File: config.mk
export PLATFORM = sky130hd
export DESIGN_NAME = fe_queue
export DESIGN_NICKNAME = d
export VERILOG_FILES = /design/src/rtl/qu_common_pkg.sv /design/src/rtl/fe_queue_prefix_count.sv /design/src/rtl/fe_queue.sv
export SDC_FILE = /design/constraint.sdc
export NUM_CORES = 1
export LEC_CHECK = 0
export CAP_MARGIN = 20
export CORE_ASPECT_RATIO = 1.75
export CORE_MARGIN = 4
export CORE_UTILIZATION = 57
export CTS_BUF_LIST = sky130_fd_sc_hd__clkbuf_4
export DETAILED_ROUTE_END_ITERATION = 8
export HOLD_SLACK_MARGIN = 0.02
export PLACE_DENSITY = 0.79
export SLEW_MARGIN = 20
export SYNTH_ARGS = -nofsm -noshare
export SYNTH_HDL_FRONTEND = slang
export SYNTH_SLANG_ARGS = --single-unit
File: constraint.sdc
create_clock -name clk -period 4.2 [get_ports clk]
set_input_delay 1.26 -clock clk [delete_from_list [all_inputs] [get_ports clk]]
set_output_delay 1.26 -clock clk [all_outputs]
set_load 0.05 [all_outputs]
File: src/rtl/qu_common_pkg.sv
`default_nettype none
// ============================================================================
//  Module   : qu_common (package)
//  Purpose  : Shared widths, front-end queue defaults and the modular pointer
//             helper used by the queue, ROB and reservation-station logic.
//  Contents : QU_INSTR_WIDTH, QU_FEQ_DEPTH, QU_FEQ_ENQ_LANES,
//             QU_FEQ_DEQ_LANES, qu_wrap_add()
//  Revision : 1.0  initial release
// ============================================================================
package qu_common;

    localparam int unsigned QU_INSTR_WIDTH   = 32;
    localparam int unsigned QU_FEQ_DEPTH     = 16;
    localparam int unsigned QU_FEQ_ENQ_LANES = 2;
    localparam int unsigned QU_FEQ_DEQ_LANES = 2;

    // Modular pointer advance for any depth, power of two or not.
    // Callers guarantee ptr < depth and n <= depth, so one conditional
    // subtract is enough.
    function automatic int unsigned qu_wrap_add(input int unsigned ptr,
                                                input int unsigned n,
                                                input int unsigned depth);
        int unsigned sum;
        sum = ptr + n;
        if (sum >= depth) begin
            sum = sum - depth;
        end
        return sum;
    endfunction

endpackage
`default_nettype wire

File: src/rtl/fe_queue_prefix_count.sv
`default_nettype none
// ============================================================================
//  Module   : prefix_count
//  Purpose  : Counts the contiguous run of 1s starting at bit 0.
//  Ports    : bits  in  WIDTH              request vector, bit 0 oldest
//             count out $clog2(WIDTH+1)   length of the leading run of 1s
//  Revision : 1.0  initial release
// ============================================================================
module prefix_count #(
    parameter int unsigned WIDTH = 2
) (
    input  logic [WIDTH-1:0]         bits,
    output logic [$clog2(WIDTH+1)-1:0] count
);

    localparam int unsigned CW = $clog2(WIDTH + 1);

    logic w_run;

    always_comb begin
        w_run = 1'b1;
        count = '0;
        for (int i = 0; i < WIDTH; i++) begin
            // Once a 0 is seen the run is broken and later 1s are ignored.
            w_run = w_run & bits[i];
            if (w_run) begin
                count = count + CW'(1);
            end
        end
    end

endmodule
`default_nettype wire

File: src/rtl/fe_queue.sv
`default_nettype none
// ============================================================================
//  Module   : fe_queue
//  Purpose  : Multi-lane in-order front-end queue, first-word-fall-through,
//             single-cycle flush, occupancy reporting for stall generation.
//  Ports    : clk, rst (async, active-low), flush
//             enq_valid/enq_data  in   up to ENQ_LANES pushes, lane 0 oldest
//             enq_ready           out  room for a full ENQ_LANES group
//             deq_valid/deq_data  out  head+0 .. head+DEQ_LANES-1
//             deq_pop             in   number of entries consumed
//             count/empty/full/almost_full  occupancy status
//             underflow_err       out  sticky, set when deq_pop > count
//  Revision : 1.0  initial release
// ============================================================================
module fe_queue
    import qu_common::*;
#(
    parameter int unsigned DATA_WIDTH   = QU_INSTR_WIDTH,
    parameter int unsigned DEPTH        = QU_FEQ_DEPTH,
    parameter int unsigned ENQ_LANES    = QU_FEQ_ENQ_LANES,
    parameter int unsigned DEQ_LANES    = QU_FEQ_DEQ_LANES,
    parameter int unsigned AF_THRESHOLD = DEPTH - ENQ_LANES
) (
    input  logic                            clk,
    input  logic                            rst,
    input  logic                            flush,
    input  logic [ENQ_LANES-1:0]            enq_valid,
    input  logic [ENQ_LANES*DATA_WIDTH-1:0] enq_data,
    output logic                            enq_ready,
    output logic [DEQ_LANES-1:0]            deq_valid,
    output logic [DEQ_LANES*DATA_WIDTH-1:0] deq_data,
    input  logic [$clog2(DEQ_LANES+1)-1:0]  deq_pop,
    output logic [$clog2(DEPTH+1)-1:0]      count,
    output logic                            empty,
    output logic                            full,
    output logic                            almost_full,
    output logic                            underflow_err
);

    localparam int unsigned PTR_W = $clog2(DEPTH);
    localparam int unsigned CNT_W = $clog2(DEPTH + 1);
    localparam int unsigned ENQ_W = $clog2(ENQ_LANES + 1);

    localparam logic [CNT_W-1:0] C_ENQ_LIMIT = CNT_W'(DEPTH - ENQ_LANES);
    localparam logic [CNT_W-1:0] C_DEPTH     = CNT_W'(DEPTH);

    logic [DATA_WIDTH-1:0] r_mem [DEPTH];
    logic [PTR_W-1:0]      r_head;
    logic [PTR_W-1:0]      r_tail;
    logic [CNT_W-1:0]      r_count;
    logic                  r_underflow;

    logic [ENQ_W-1:0]      w_run_len;
    logic [ENQ_W-1:0]      w_n_enq;
    logic [CNT_W-1:0]      w_pop_req;
    logic [CNT_W-1:0]      w_n_pop;
    logic                  w_underflow;

    // ---------------------------------------------------------------------
    // Push / pop counts
    // ---------------------------------------------------------------------
    prefix_count #(
        .WIDTH (ENQ_LANES)
    ) u_prefix_count (
        .bits  (enq_valid),
        .count (w_run_len)
    );

    // Ready looks at registered occupancy only, so a same-cycle pop can
    // never open the door for a push (no deq_pop -> enq_ready path).
    assign enq_ready   = (r_count <= C_ENQ_LIMIT);
    assign w_n_enq     = enq_ready ? w_run_len : '0;

    assign w_pop_req   = CNT_W'(deq_pop);
    assign w_underflow = (w_pop_req > r_count);
    assign w_n_pop     = w_underflow ? r_count : w_pop_req;

    // ---------------------------------------------------------------------
    // Pointer, count and sticky error state
    // ---------------------------------------------------------------------
    always_ff @(posedge clk or negedge rst) begin
        if (!rst) begin
            r_head      <= '0;
            r_tail      <= '0;
            r_count     <= '0;
            r_underflow <= 1'b0;
        end else if (flush) begin
            r_head      <= '0;
            r_tail      <= '0;
            r_count     <= '0;
            r_underflow <= 1'b0;
        end else begin
            r_head      <= PTR_W'(qu_wrap_add(32'(r_head), 32'(w_n_pop), DEPTH));
            r_tail      <= PTR_W'(qu_wrap_add(32'(r_tail), 32'(w_n_enq), DEPTH));
            r_count     <= r_count + CNT_W'(w_n_enq) - w_n_pop;
            r_underflow <= r_underflow | w_underflow;
        end
    end

    // ---------------------------------------------------------------------
    // Storage: ENQ_LANES write ports, no reset on the data array
    // ---------------------------------------------------------------------
    always_ff @(posedge clk) begin
        for (int i = 0; i < ENQ_LANES; i++) begin
            if (!flush && (ENQ_W'(i) < w_n_enq)) begin
                r_mem[PTR_W'(qu_wrap_add(32'(r_tail), unsigned'(i), DEPTH))]
                    <= enq_data[i*DATA_WIDTH +: DATA_WIDTH];
            end
        end
    end

    // ---------------------------------------------------------------------
    // Dequeue read ports: data forced to zero on lanes without an entry
    // ---------------------------------------------------------------------
    generate
        for (genvar g = 0; g < DEQ_LANES; g++) begin : g_deq
            logic [PTR_W-1:0] w_rd_idx;
            assign w_rd_idx     = PTR_W'(qu_wrap_add(32'(r_head), g, DEPTH));
            assign deq_valid[g] = (r_count > CNT_W'(g));
            assign deq_data[g*DATA_WIDTH +: DATA_WIDTH] =
                deq_valid[g] ? r_mem[w_rd_idx] : '0;
        end
    endgenerate

    // ---------------------------------------------------------------------
    // Status
    // ---------------------------------------------------------------------
    assign count         = r_count;
    assign empty         = (r_count == '0);
    assign full          = (r_count == C_DEPTH);
    assign almost_full   = (32'(r_count) >= AF_THRESHOLD);
    assign underflow_err = r_underflow;

endmodule
`default_nettype wire

# Word level (Yosys, flattened, before mapping)

Memories as Yosys holds them, arrays and structs flattened.
Index checks and enable logic that the tools add are counted.

Add/subtract/negate cells: 13
$lt $le $gt $ge: 13
Equality and inequality tests: 1
Multiplexer cells: 22
Bitwise operators: 2
Reduce and logical (&&, ||, !) cells: 4

Operator list:

| kind                  | number |
|---|---|
| $mux W32              | 2 |
| $mux W4               | 10 |
| $sub A4 B1 Y4 const B | 6 |
| $ge A5 B5 Y1 const B  | 3 |
| $add A4 B1 Y5 const B | 2 |
| $ge A4 B5 Y1 const B  | 2 |
| $gt A5 B1 Y1 const B  | 2 |
| $mux W5               | 2 |
| $add A4 B5 Y6         | 1 |
| $ge A6 B5 Y1 const B  | 1 |
| $mux W1               | 6 |
| $add A4 B2 Y5         | 1 |
| $add A5 B2 Y5         | 1 |
| $eq A5 B5 Y1 const B  | 1 |
| $ge A5 B4 Y1 const B  | 1 |
| $gt A2 B5 Y1          | 1 |
| $le A5 B4 Y1 const B  | 1 |
| $logic_not A5 Y1      | 1 |
| $sub A5 B5 Y5         | 1 |
| $lt A1 B2 Y1 const A  | 2 |
| $mux W2               | 2 |
| $add A2 B1 Y2 const B | 1 |
| $logic_and A1 B1 Y1   | 2 |
| $and A1 B1 Y1         | 1 |
| 2 further kinds       | 2 |

Register bits: 14
RAM bits: 512
Input bits: 71
Output and inout bits: 76
Word-level logic and storage cells: 60
Memories kept: 1

Memories:

| name  | words | width | rd ports | clocked after memory_dff | write ports | RTL line       | RTL |
|---|---|---|---|---|---|---|---|
| r_mem | 16    | 32    | 2        | 0                        | 2           | fe_queue.sv:47 | `logic [DATA_WIDTH-1:0] r_mem [DEPTH];` |

# Longest topological paths before layout

Word-level depth: 8
Mapped depth: 15
Depth with buffers taken out: 15

# Modules after synthesis

A second synthesis with hierarchy kept.

Cells, all modules: 1882
Area, all modules: 31248.7 µm²

Modules (own cells, without submodules):

| module       | times used | cells each | area each (µm²) | seq. area each (µm²) |
|---|---|---|---|---|
| fe_queue     | 1          | 1880       | 31232.5         | 15725.1 |
| prefix_count | 1          | 2          | 16.3            | 0.0 |

# Worst setup path after synthesis

No wires, ideal clock.

Kind: input port to flip-flop
From: input enq_valid[0]
To: memory r_mem[12][0] (netlist name), enable pin
Library setup time: 0.466 ns
Arrival time: 4.280 ns
Required time: 3.734 ns
Setup slack: -0.545 ns
Stages on the path: 4
Buffers on the path: 0
Cell sequence: or3b_4 > nor2_4 > nand2_1 > o21ai_0

RTL lines:

| element     | RTL line       | RTL |
|---|---|---|
| from (decl) | fe_queue.sv:27 | `input logic [ENQ_LANES-1:0] enq_valid,` |
| to (decl)   | fe_queue.sv:47 |  |

# Worst setup path after layout

From: register r_head[0]
To: output deq_data[33]

Word-level cells in the longest chain between the ends: 5
Elaborated cells on any way between the ends: 6
Classes of those cells: add/sub: 2; order compare: 1; mux: 2; memory: 1

RTL lines:

| element                                       | RTL line                                 | RTL |
|---|---|---|
| from (decl)                                   | fe_queue.sv:48                           | `logic [PTR_W-1:0] r_head;` |
| from (signal assigned)                        | fe_queue.sv:93                           | `r_head <= PTR_W'(qu_wrap_add(32'(r_head), 32'(w_n_pop), DEPTH));` |
| $add A4 B1 Y5 *                               | qu_common_pkg.sv:24                      | `sum = ptr + n;` |
| $sub A4 B1 Y4 or $ge A5 B5 Y1 (tied branches) | qu_common_pkg.sv:26, qu_common_pkg.sv:25 |  |
| $mux W4 *                                     | qu_common_pkg.sv:25                      | `if (sum >= depth) begin` |
| $mem_v2 Z16 W32 *                             | -                                        |  |
| $mux W32 *                                    | fe_queue.sv:121                          | `deq_valid[g] ? r_mem[w_rd_idx] : '0;` |
| to (decl)                                     | fe_queue.sv:31                           | `output logic [DEQ_LANES*DATA_WIDTH-1:0] deq_data,` |

Mark *: on every way between the ends. The rest lies on a longest branch, timed or not.

==> reports/metrics.yaml <==
outcome:
  violations: "negative setup slack"
  status: "finished with violations"
setup_path:
  cp.arrival_ns: 3.19
  worstSetupPathType: "flip-flop to primary output"
  reg2reg_slack_ns: 0.56
  end_kind: "primary output"
  cp_max_fo: 12
  critPathLaunchType: "flip-flop"
  required_ns: 2.94
floorplanning:
  die_area_mm2: 0.0591
  die_y_um: 319
  row_count: 113
  core_mm2: 0.0544
  io_pins: 147
  die_width_um: 185
  start_util_pct: 57.7
timing:
  worstMarginPinSlew_ns: 0.884
  layout_min_cycle_time_ns: 4.45
  drv_slew: 0
  holdWs_ns: 0.536
  finalWorstSetupSlack_ns: -0.253
  tns_ns: -8.75
  hold_viol: 0
  clock_skew_ns: 0.0715
  final-setup-viol-count: 63
  rsz0062_at_grt: "yes"
  timing.final.crit_share_pct: 106
  fmax_ghz: 0.225
  slew-limit-headroom_pct: 41.1
global_route:
  grt_max_degree: 53
  grt_first_pass_wirelength_um: 152000
  grt_use_met2_pct: 57.3
  overflow: 0
  grt_use_met1_pct: 41.3
  met3_usage_pct: 9.13
  grt_usage_pct: 35.9
  busiest_layer: "met2"
  grt_pass1_vias: 23021
  antenna_found_initial: 10
place:
  hpwl_um: 56500
  io_buffer_count: 146
  place.gp.congestion: 0.847
synth:
  muxShareOfSynthArea_pct: 38.5
  synth_top_family_by_area: "multiplexers"
  syn-cell-area_mm2: 0.0314
  syn-instance-count: 1885
  ys_warn_count: 0
  synth-compound-area-share_pct: 4.21
  synth_edf_count: 512
  synthSimpleGateAreaFrac_pct: 2.33
  postSynth.asyncResetShare_pct: 2.66
  synthXorXnorAreaFrac_pct: 0.223
  synth_fp_nets: 1973
  synth_seq_area_share_pct: 50.1
  syn_avg_cell_area_um2: 16.7
  synth-main-ff-cell: "edfxtp_1"
  synth_seq_cells: 526
  synth-adder-area-share_pct: 0.773
  synthDistinctLibCells: 50
finish:
  drive_above_1_share_pct: 62.6
  final_util_pct: 71.9
  syn2layout_area_growth_pct: 24.5
  finalNetCount: 2238
clocking:
  numCtsBuffers: 130
  cts-htree-levels: 4
  clk_pin_slew_ns: 0.07
  cts_tree: "built"
  insertion_delay_ns: 0.94
  clock_path_buffers: 3
  postCtsHoldBufs: 0
  clock-sinks: 526
  root_buffer: "clkbuf_4"
drt:
  drt_wl_total_um: 109000
  ant_nets: 0
  drc: 0
  wl_per_cell_um: 36.9
  drt-initial-drc-count: 2922
  first_pass_iters: 6
  via_count: 21890
  vias_per_cell: 7.44
power_and_ir_drop:
  total_power_uw: 28600
  vdd.ir_drop.worst_mv: 0.638
  powerDensity_mw_per_mm2: 731
  leakagePower_uw: 0.0136
min_path:
  hold_class: "flip-flop to flip-flop"
job:
  drv_cap: 0
==> metal layers <==
| metal | vias to the layer above | part of all wire, % |
|---|---|---|
| li1 | 8382 | - |
| met1 | 10946 | 30 |
| met2 | 1958 | 49 |
| met3 | 602 | 12 |
| met4 | 2 | 8.9 |
| met5 | - | 0.018 |
==> final timing paths <==
| check | startpoint | end | cells after the start |
|---|---|---|---|
| max | r_head[0] | deq_data[33] | 8 |
| min | underflow_err | underflow_err | 2 |
| max reg2reg | count[1] | count[4] | 12 |
| min reg2reg | underflow_err | underflow_err | 2 |
| max in group asynchronous | rst | r_head[0] | 1 |
| min in group asynchronous | rst | r_head[2] | 1 |
==> report_power, final <==
| part | internal (µW) | leakage (µW) | switching (µW) |
|---|---|---|---|
| sequential | 5930 | 0.00479 | 189 |
| combinational | 8610 | 0.00779 | 9420 |
| clock | 2280 | 0.000983 | 2160 |
==> cells in the final DEF, fill, tap and decap left out, types with 5 or more instances in the layout <==
cell type / synthesis / final
mux4_2: 256 / 256
a21oi_2: 0 / 24
inv_1: 19 / 19
clkdlybuf4s50_1: 0 / 80
mux2i_1: 32 / 30
mux2_1: 41 / 41
dfrtp_1: 14 / 10
buf_12: 0 / 124
a211oi_1: 64 / 9
buf_16: 0 / 25
diode_2: 0 / 12
clkbuf_16: 0 / 11
ha_1: 13 / 12
a21oi_4: 0 / 9
a211oi_2: 0 / 55
a21oi_1: 38 / 5
a22oi_1: 64 / 9
clkinv_1: 0 / 21
buf_6: 39 / 18
o21ai_4: 0 / 16
nand2_1: 8 / 6
nand2_4: 12 / 12
mux2_4: 58 / 58
nor2b_1: 40 / 37
clkbuf_4: 0 / 187
a22oi_2: 0 / 55
nor2_1: 18 / 17
xor2_1: 5 / 5
mux2_2: 414 / 414
inv_2: 2 / 8
edfxtp_1: 512 / 512
buf_4: 1 / 80
==> cell usage after synthesis, types with 12 or more instances <==
cell type / number / area, µm²
inv_1: 19 / 71.3
buf_6: 39 / 439
mux2i_1: 32 / 320
nand2_4: 12 / 135
ha_1: 13 / 163
buf_2: 55 / 275
mux2_1: 41 / 462
nor2b_1: 40 / 250
edfxtp_1: 512 / 15400
dfrtp_1: 14 / 350
mux4_2: 256 / 5770
nor2_1: 18 / 67.6
a211oi_1: 64 / 480
o21ai_0: 17 / 85.1
a22oi_1: 64 / 480
mux2_2: 414 / 4660
clkbuf_1: 114 / 428
a21oi_1: 38 / 190
mux2_4: 58 / 871
==> sequential cells by signal, summed over array words and instances, names as in the netlist <==
register,count
count,5
underflow_err,1
r_mem,512
r_head,4
r_tail,4
==> through the flow <==
stage | setup WS [ns] | cells | instance area (µm²)
2_1_floorplan | -0.545 | 1885 | 31400
3_3_place_gp | -0.417 | 2614 | 34900
3_5_place_dp | -0.471 | 2614 | 34900
4_1_cts | -0.215 | 2903 | 38400
5_1_grt | -0.305 | 2937 | 39100
6_report | -0.253 | 2941 | 39100
==> worst max-delay path: stages (launching register included) <==
cell and delay, ns:
dfrtp_4 0.42, buf_4 0.19, and2_1 0.32, nand2_1 0.18
o2bb2ai_4 0.35, buf_12 0.24, a22oi_2 0.11, a21oi_4 0.30
buf_12 0.18
==> final cells by class <==
cell class / count / area [µm²]
fill: 3184 / 15300
timing repair buffer: 344 / 5210
tap: 690 / 863
multi-input combinational: 1127 / 15500
clock inverter: 34 / 239
inverter: 21 / 78.8
antenna: 12 / 30.0
clock buffer: 187 / 1400
sequential: 526 / 15700
==> timing repair <==
item	4_1_cts	5_1_grt
gates cloned	20	9
endpoints found under the setup margin	64	65
setup buffers	49	21
resized for setup	165	73
pin swaps	39	39
==> cell families (layout without fill, tap and decap cells) <==
family,Yosys count,in the layout
flip-flops,526,526
XOR/XNOR,8,8
AO/OA/AOI/OAI,194,194
adder cells (fa/ha/maj),17,17
other,1,13
AND/OR/NAND/NOR,106,106
multiplexers,801,801
buffers and inverters,232,586
(Power assumes the default switching activity.)
